$ cat src/rtl/struct_pipe_pkg.sv
// struct_pipe_pkg: shared defaults and helpers for the struct_pipe elastic pipeline.
// The parity helper is only referenced when STRUCT_PIPE_PARITY_EN is defined.
package struct_pipe_pkg;

  localparam int STRUCT_PIPE_DEF_WIDTH = 8;
  localparam int STRUCT_PIPE_DEF_DEPTH = 2;

  // Widest payload the parity helper covers; narrower payloads are zero-extended.
  localparam int PARITY_MAX_W = 256;

  // Even parity (XOR reduction) of a zero-extended payload.
  function automatic logic calc_parity(input logic [PARITY_MAX_W-1:0] value);
    return ^value;
  endfunction

endpackage

$ cat src/rtl/struct_pipe_stage.sv
// struct_pipe_stage: one register slot of the elastic pipeline.
// Holds a valid bit and an opaque payload; loads when its advance signal is high,
// and drops its valid bit on a synchronous flush.
module struct_pipe_stage #(
  parameter int PW = 8
) (
  input  logic          clk,
  input  logic          reset,
  input  logic          flush_i,
  input  logic          adv_i,
  input  logic          vld_i,
  input  logic [PW-1:0] payload_i,
  output logic          vld_o,
  output logic [PW-1:0] payload_o
);

  logic          vld_q;
  logic [PW-1:0] payload_q;

  // Valid bit: cleared by flush, otherwise follows the upstream slot when advancing.
  // NOTE: sequential state uses non-blocking assignments so every slot samples the
  // pre-edge value of its neighbour, which is what makes the chain shift and not ripple.
  always_ff @(posedge clk or posedge reset) begin
    if (reset) begin
      vld_q <= 1'b0;
    end else if (flush_i) begin
      vld_q <= 1'b0;
    end else if (adv_i) begin
      vld_q <= vld_i;
    end
  end

  // Payload: loads on advance, holds otherwise; flush leaves it alone since it is
  // meaningless once the valid bit is gone.
  // NOTE: the payload is reset as well, so an empty slot never presents X downstream.
  always_ff @(posedge clk or posedge reset) begin
    if (reset) begin
      payload_q <= '0;
    end else if (adv_i) begin
      payload_q <= payload_i;
    end
  end

  assign vld_o     = vld_q;
  assign payload_o = payload_q;

endmodule

$ cat src/rtl/struct_pipe.sv
// struct_pipe: DEPTH-stage elastic register pipeline with valid/ready handshake,
// back-pressure, synchronous flush and a registered occupancy count.
// Optional build macro STRUCT_PIPE_PARITY_EN adds a parity bit per stage and out_perr.
module struct_pipe
  import struct_pipe_pkg::*;
#(
  parameter int WIDTH = STRUCT_PIPE_DEF_WIDTH,
  parameter int DEPTH = STRUCT_PIPE_DEF_DEPTH
) (
  input  logic                       clk,
  input  logic                       reset,
  input  logic                       flush,
  input  logic                       in_valid,
  output logic                       in_ready,
  input  logic [WIDTH-1:0]           in_data,
  output logic                       out_valid,
  input  logic                       out_ready,
  output logic [WIDTH-1:0]           out_data,
  output logic [$clog2(DEPTH+1)-1:0] occupancy
`ifdef STRUCT_PIPE_PARITY_EN
  ,
  output logic                       out_perr
`endif
);

  localparam int CW = $clog2(DEPTH+1);

  typedef struct packed {
`ifdef STRUCT_PIPE_PARITY_EN
    logic             parity;
`endif
    logic [WIDTH-1:0] data;
  } payload_t;

  typedef struct packed {
    logic     vld;
    payload_t pl;
  } stage_t;

  stage_t           stage_q [DEPTH];
  logic [DEPTH-1:0] vld_vec;
  logic [DEPTH-1:0] adv;
  payload_t         head_pl;
  logic             in_accept;
  logic             out_fire;
  logic [CW-1:0]    occ_q;
  logic [CW-1:0]    occ_d;

  // Ready chain: a slot may advance if the slot after it advances or it is empty.
  // NOTE: every combinational output gets a default before any conditional logic,
  // so no path leaves a bit unassigned and no latch is inferred.
  always_comb begin
    logic chain;
    adv          = '0;
    chain        = out_ready | ~vld_vec[DEPTH-1];
    adv[DEPTH-1] = chain;
    for (int k = DEPTH - 2; k >= 0; k--) begin
      chain  = chain | ~vld_vec[k];
      adv[k] = chain;
    end
  end

  assign in_ready  = adv[0] & ~flush;
  assign in_accept = in_valid & in_ready;
  assign out_fire  = out_valid & out_ready;

  // Payload presented to stage 0, with parity computed at entry when enabled.
  always_comb begin
    head_pl      = '0;
    head_pl.data = in_data;
`ifdef STRUCT_PIPE_PARITY_EN
    head_pl.parity = calc_parity(PARITY_MAX_W'(in_data));
`endif
  end

  for (genvar k = 0; k < DEPTH; k++) begin : g_stage
    logic     vld_in;
    payload_t pl_in;

    if (k == 0) begin : g_head
      assign vld_in = in_accept;
      assign pl_in  = head_pl;
    end else begin : g_body
      assign vld_in = stage_q[k-1].vld;
      assign pl_in  = stage_q[k-1].pl;
    end

    struct_pipe_stage #(
      .PW($bits(payload_t))
    ) u_stage (
      .clk       (clk),
      .reset     (reset),
      .flush_i   (flush),
      .adv_i     (adv[k]),
      .vld_i     (vld_in),
      .payload_i (pl_in),
      .vld_o     (stage_q[k].vld),
      .payload_o (stage_q[k].pl)
    );

    assign vld_vec[k] = stage_q[k].vld;
  end

  // Occupancy next state: valid words are conserved through the shift, so the count
  // only moves by one accepted word in and one delivered word out; flush empties all.
  always_comb begin
    occ_d = occ_q + CW'(in_accept) - CW'(out_fire);
    if (flush) begin
      occ_d = '0;
    end
  end

  // Occupancy register, updated on the same edge as the stages.
  always_ff @(posedge clk or posedge reset) begin
    if (reset) begin
      occ_q <= '0;
    end else begin
      occ_q <= occ_d;
    end
  end

  assign out_valid = stage_q[DEPTH-1].vld;
  assign out_data  = stage_q[DEPTH-1].pl.data;
  assign occupancy = occ_q;

`ifdef STRUCT_PIPE_PARITY_EN
  assign out_perr = out_valid & (^out_data ^ stage_q[DEPTH-1].pl.parity);
`endif

endmodule

$ cat config.mk
export PLATFORM = sky130hd
export DESIGN_NAME = struct_pipe
export DESIGN_NICKNAME = d
export VERILOG_FILES = /design/src/rtl/struct_pipe_pkg.sv /design/src/rtl/struct_pipe_stage.sv /design/src/rtl/struct_pipe.sv
export SDC_FILE = /design/constraint.sdc
export NUM_CORES = 1
export LEC_CHECK = 0
export ABC_AREA = 1
export CAP_MARGIN = 30
export CORE_MARGIN = 2
export CORE_UTILIZATION = 25
export CTS_BUF_LIST = sky130_fd_sc_hd__clkbuf_4 sky130_fd_sc_hd__clkbuf_8
export DETAILED_ROUTE_END_ITERATION = 10
export PLACE_DENSITY_LB_ADDON = 0.12
export SLEW_MARGIN = 20
export SYNTH_ARGS = -nofsm -noshare
export SYNTH_HDL_FRONTEND = slang
export SYNTH_SLANG_ARGS = --single-unit
$ cat constraint.sdc
create_clock -name clk -period 2.3 [get_ports clk]
set_input_delay 0.345 -clock clk [delete_from_list [all_inputs] [get_ports clk]]
set_output_delay 0.345 -clock clk [all_outputs]
set_load 0.1 [all_outputs]
==> results of run 1 <==
[cell usage after synthesis]
cell | number | area (um^2)
nand2_1 | 42 | 158
dfrtp_1 | 20 | 500
inv_1 | 12 | 45.0
nand3_1 | 8 | 40.0
nor2_1 | 4 | 15.0
buf_6 | 2 | 22.5
ha_1 | 2 | 25.0
a21oi_1 | 1 | 5.00
a21oi_4 | 1 | 16.3
buf_2 | 1 | 5.00
nand2_2 | 1 | 6.26
nand2_4 | 1 | 11.3
nor2_4 | 1 | 11.3
o21ai_0 | 1 | 5.00
o21ai_2 | 1 | 8.76
[metrics by stage]
stage                     TNS [ns]  instance area [um^2]  hold WS (ns)
after floorplan            -0.0774                   907         0.309
after global placement           0                  1190         0.457
after detailed placement         0                  1190         0.460
after CTS                        0                  1230         0.367
after global routing             0                  1230         0.385
final                            0                  1230         0.367
[worst max-delay path: stages]
cell and delay, ns:
clkdlybuf4s50_1 0.45, nor2_4 0.13, nand2_4 0.07, nand2_4 0.09, clkinvlp_4 0.10, buf_12 0.17
[registers in the layout, summed over array words and instances (netlist names)]
signal and count:
occupancy 2, g_stage.u_stage.vld_o 2, g_stage.u_stage.payload_o 16
[routing by layer]
layer	GRT usage	vias to the layer above
met4	0.0250	0
li1	-	355
met1	0.115	314
met2	0.168	16
met3	0.0321	2
met5	0	-
[power groups by stage]
stage	registers [mW]	logic, mW	clock network, mW
floorplan	0.520	0.0626	0
global placement	0.402	0.250	0
detailed placement	0.403	0.251	0
CTS	0.396	0.251	0.217
global route	0.399	0.262	0.229
finish	0.396	0.248	0.202
[kinds of logic (layout without fill, tap and decap cells)]
group	after synthesis	after routing	synth area share
fa+ha+maj	2	2	0.0286
buf+inv	15	44	0.0830
compound gates	4	4	0.0401
flops	20	20	0.572
simple gates	57	57	0.276
[final timing paths]
path | startpoint | endpoint | slack (ns) | cells past startpoint
max reg2reg | g_stage[1].u_stage.vld_o$_DFFE_PP0P_ | occupancy[1]$_DFF_PP0_ | 0.67 | 11
max in group asynchronous | reset | g_stage[1].u_stage.vld_o$_DFFE_PP0P_ | 1.69 | 3
min in group clk | g_stage[0].u_stage.payload_o[3]$_DFFE_PP0N_ | g_stage[1].u_stage.payload_o[3]$_DFFE_PP0P_ | 0.48 | 2
max | out_ready | in_ready | 0.60 | 6
min | reset | g_stage[1].u_stage.payload_o[4]$_DFFE_PP0P_ | 0.37 | 3
min reg2reg | g_stage[0].u_stage.payload_o[3]$_DFFE_PP0N_ | g_stage[1].u_stage.payload_o[3]$_DFFE_PP0P_ | 0.48 | 2
[cell usage in the layout (no fill, tap or decap), drive strengths merged]
| master | count |
|---|---|
| nand2 | 44 |
| nand3 | 8 |
| nor2 | 5 |
| o21ai | 2 |
| clkinvlp | 1 |
| buf | 16 |
| clkbuf | 4 |
| a21oi | 2 |
| inv | 11 |
| clkdlybuf4s50 | 12 |
| ha | 2 |
| dfrtp | 20 |
[final cells by class]
type | count | area, um^2
inverters | 12 | 48.8
fillers | 364 | 2110
clock buffers | 4 | 36.3
repair buffers | 28 | 253
well taps | 46 | 57.6
flip-flops and latches | 20 | 504
multi-input cells | 63 | 327
==> flow_summary_export.csv, run 1 <==
group,metric,value,unit
critical_path,critical_path_class,"in2out",
final_layout,layout.nets,143,
logic_synthesis,synth.avg_cell_area,8.92,um^2
global_route,grt_first_pass_wirelength,3.01,mm
clocking,numCtsBuffers,3,
final_layout,drive_gt1_frac,0.260,
logic_synthesis,ys_types,15,
floorplanning,io_pins,25,
global_route,grt_overflow,0,
final_layout,diodes,0,
clocking,clkTransAtPathRegs,0.11,ns
logic_synthesis,yosysSeqAreaShare,0.572,
power,ir_drop,0.399,mV
power,p_total,0.846,mW
drt,wl_per_cell,10.1,um
power,power_switching,0.304,mW
sta,finalSetupViolCount,0,
global_route,grt_max_degree,21,
floorplanning,core,3340,um^2
sta,max_clock_freq,588,MHz
drt,first_iter_violations,34,
drt,dr_wl_met3,88,um
sta,slew_viol_final,0,
placement,pre_cts_ws,0.329,ns
critical_path,critPathLaunchType,"primary input",
drt,maxUsedRoutingLayer,"met4",
power,p_seq_frac,0.468,
power,power_frac_clock,0.239,
placement,dp.cells,169,
global_route,grt.total_usage,0.0969,
power,p_per_area,690,nW/um^2
power,intPower,0.541,mW
clocking,cts_max_level,1,
floorplanning,die_area,3990,um^2
global_route,antenna_found_initial,0,
logic_synthesis,syn-cell-area,875,um^2
clocking,cts_resized,0,
drt,vias_per_cell,3.97,
clocking,insertion_delay,0.30,ns
final_layout,final_core_util,0.367,
sta,period_needed,1.70,ns
drt,via_count,687,
placement,dp.final_hpwl,1.26,mm
logic_synthesis,ys_ff_latch,20,
sta,slew_headroom,0.751,
drt,routed_wl,1.75,mm
logic_synthesis,ys_warn_count,0,
floorplanning,die_w,63.1,um
drt,drtAntennaViolNets,0,
clocking,cts_setup_buffers,0,
critical_path,cp.required,1.96,ns
drt,wl_met1,748,um
clocking,cts_max_path_buffers,2,
min_path,hold_path_class,"in2async",
power,p_sw_frac,0.360,
drt,remaining_drc_errors,0,
sta,setup_ws,0.598,ns
final_layout,areaGrowthSynthToFinish,40.2,%
critical_path,cp-end-kind,"primary output",
sta,rsz0062_at_grt,"no",
run_status,status,"finished clean",
floorplanning,initial_core_util,0.262,
clocking,cts-root-buf,"clkbuf_4",
global_route,first_global_vias,686,
placement,gp_congestion,0.724,
power,comb_power_share,0.293,
placement,io_buffers,24,
drt,first_pass_iters,4,
critical_path,worstPathMaxFanout,2,
clocking,cts_tree,"built",
sta,finalCritPeriodShare,0.740,
sta,final.setup_skew,0.00148,ns
run,drv_cap,0,
sta,worstMarginPinSlew,0.373,ns
floorplanning,rows,21,
sta,hold_viol,0,
final_layout,finalNonFillerCells,173,
critical_path,crit_arrival,1.36,ns
drt,route.met2.wl,897,um
floorplanning,fp.dieH,63.1,um
logic_synthesis,syn_nets,113,
logic_synthesis,synth_cells,98,
clocking,cts_sinks,20,
clocking,cts_hold_buffers,0,
power,cellLeakagePower,0.621,nW
Note: power is estimated with default switching activity, not from simulation.
==> run 2: changes to the inputs <==
==> constraint.sdc (replaced) <==
create_clock -name clk -period 1.6 [get_ports clk]
set_input_delay 0.24 -clock clk [delete_from_list [all_inputs] [get_ports clk]]
set_output_delay 0.24 -clock clk [all_outputs]
set_load 0.1 [all_outputs]
==> run 2 against run 1 <==
Compared with the run above: critical path depth up 1; clock power increased by 100%; sequential cell count did not move; die area unchanged; sequential power rose by 46%; setup slack worse by 0.59 ns; cell count up 4.6%; hold slack got worse by 0.12 ns; clock skew up 0.0017 ns; routed wire length up 1.1%.
==> flow_summary_export.csv, run 2 (synthesis results as in run 1) <==
group,metric,value,unit
critical_path,critPathLaunchType,"flop",
power,p_per_area,985,nW/um^2
critical_path,cpMostUsedCell,"nand2_4",
final_layout,diodes,0,
floorplanning,io_pins,25,
final_layout,nFillCells,349,
sta,slew_headroom,0.826,
sta,slew_viol_final,0,
critical_path,worstPathMaxFanout,2,
critical_path,endpoint,"in_ready",
run,drv_cap,0,
critical_path,crit_arrival,1.35,ns
critical_path,crit_cells,7,
final_layout,largest_reg_flops,16,
run_status,status,"finished clean",
final_layout,layout.nets,151,
clocking,cts_sinks,20,
critical_path,cp_top_family,"flip-flops",
final_layout,regArea,504,um^2
clocking,cts_hold_buffers,0,
final_layout,mostFrequentLayoutCells,"nand2_1 (41), dfrtp_1 (19), clkdlybuf4s50_1 (12), buf_12 (12), buf_4 (11)",
critical_path,path_cells,"inv_2, nor2_4, nand2_4, nand2_4, clkinvlp_4, buf_6, buf_12",
final_layout,areaGrowthSynthToFinish,65.5,%
critical_path,timing.rr.end,"occupancy[1]$_DFF_PP0_",
critical_path,rrSetupSlack,0.04,ns
min_path,hold_path_class,"in2async",
floorplanning,die_w,63.1,um
critical_path,r2r_cells,12,
critical_path,cpMaxStageDelayCell,"dfrtp_4",
clocking,cts_tree,"built",
power,ir_drop,0.718,mV
sta,rsz0062_at_grt,"yes",
global_route,grt_overflow,0,
drt,via_count,715,
floorplanning,die_area,3990,um^2
sta,finalSetupViolCount,0,
global_route,grt_max_degree,21,
drt,first_iter_violations,19,
sta,period_needed,1.59,ns
critical_path,path_buf_inv,4,
sta,max_clock_freq,628,MHz
floorplanning,rows,21,
clocking,numCtsBuffers,3,
clocking,cts_max_level,1,
floorplanning,fp.dieH,63.1,um
final_layout,multi_input_area,330,um^2
placement,dp.final_hpwl,1.27,mm
critical_path,cp-startpoint,"g_stage[1].u_stage.vld_o$_DFFE_PP0P_",
critical_path,critPathMaxStageDelay,0.43,ns
final_layout,final_common_cell,"nand2_1",
critical_path,cp-end-kind,"primary output",
drt,first_pass_iters,4,
sta,finalSetupTns,0,ns
sta,finalCritPeriodShare,0.995,
global_route,grt.total_usage,0.0971,
drt,drtAntennaViolNets,0,
global_route,grt_first_pass_wirelength,3.04,mm
clocking,cts_max_path_buffers,2,
power,cellLeakagePower,0.715,nW
placement,gp_congestion,0.745,
drt,wl_per_cell,9.77,um
drt,vias_per_cell,3.95,
drt,remaining_drc_errors,0,
final_layout,final_cell_area,1450,um^2
critical_path,worstReg2RegStart,"g_stage[1].u_stage.vld_o$_DFFE_PP0P_",
sta,final.setup_skew,0.00314,ns
floorplanning,core,3340,um^2
sta,worstMarginPinSlew,0.262,ns
final_layout,final_core_util,0.434,
placement,post_dp_cell_area,1360,um^2
global_route,first_global_vias,688,
global_route,antenna_found_initial,0,
sta,hold_viol,0,
drt,routed_wl,1.77,mm
placement,io_buffers,24,
clocking,cts-root-buf,"clkbuf_4",
clocking,clkTransAtPathRegs,0.12,ns
critical_path,cp.required,1.36,ns
critical_path,critical_path_class,"reg2out",
clocking,insertion_delay,0.30,ns
floorplanning,initial_core_util,0.262,
final_layout,drive_gt1_frac,0.311,
run 2: cell count changes in the layout (fill, tap and decap cells not counted), sizes merged:
cell	change
buf	+8
clkbuf	-1
bufinv	+1
run 2: repair_timing:
item                       CTS  global route
pin swaps                    3             0
setup buffers                2             2
resized for setup            1             1
setup endpoints to repair    2             3
run 2: cell type report:
cell class | count | area share
Tap cell | 46 | 0.0398
Clock buffer | 3 | 0.0156
Inverter | 12 | 0.0337
Clock inverter | 1 | 0.0207
Sequential cell | 20 | 0.348
Multi-Input combinational cell | 63 | 0.228
Timing Repair Buffer | 36 | 0.314
run 2: how the worst min path moves through the flow:
stage	startpoint	end	slack, ns	depth (start not counted)
final	reset	g_stage[1].u_stage.payload_o[4]$_DFFE_PP0P_	0.25	3
after floorplan	reset	g_stage[0].u_stage.payload_o[0]$_DFFE_PP0N_	0.20	1
after global placement	g_stage[0].u_stage.payload_o[2]$_DFFE_PP0N_	g_stage[1].u_stage.payload_o[2]$_DFFE_PP0P_	0.45	2
after global routing	reset	g_stage[0].u_stage.payload_o[4]$_DFFE_PP0N_	0.27	3
after CTS	reset	g_stage[1].u_stage.payload_o[4]$_DFFE_PP0P_	0.25	3
after detailed placement	g_stage[0].u_stage.payload_o[2]$_DFFE_PP0N_	g_stage[1].u_stage.payload_o[2]$_DFFE_PP0P_	0.46	2
run 2: routing by layer:
layer / vias to the layer above / track usage / part of all wire / wire (um)
met1: 331 / 0.118 / 0.44 / 780
met4: 0 / 0.0167 / 0 / 0
met2: 15 / 0.165 / 0.50 / 890
li1: 369 / - / - / -
met3: 0 / 0.0375 / 0.055 / 98
met5: - / 0 / 0 / 0
run 2: worst register-to-register path: stages, from the launching register on:
cell	delay, ns
dfrtp_4	0.49
inv_2	0.07
nor2_4	0.04
nand2_4	0.06
nand2_4	0.05
clkinvlp_4	0.07
nand2_1	0.05
ha_1	0.30
inv_2	0.07
ha_4	0.13
nand3_2	0.05
nand2_1	0.05
nor2_1	0.03
run 2: where the power goes:
part / switching [mW] / total, mW / internal [mW]
sequential: 0.0348 / 0.578 / 0.543
clock: 0.160 / 0.413 / 0.253
combinational: 0.266 / 0.434 / 0.168
total: 0.461 / 1.43 / 0.964
run 2: metrics by stage:
step                hold WS (ns)  std cells  setup slack, ns  total power [mW]
floorplan                  0.204         98           -0.743             0.837
global placement           0.454        173           -0.187              1.02
detailed placement         0.457        173           -0.226              1.02
CTS                        0.246        179         -0.00266              1.45
global route               0.268        181          -0.0527              1.48
finish                     0.248        181          0.00793              1.43
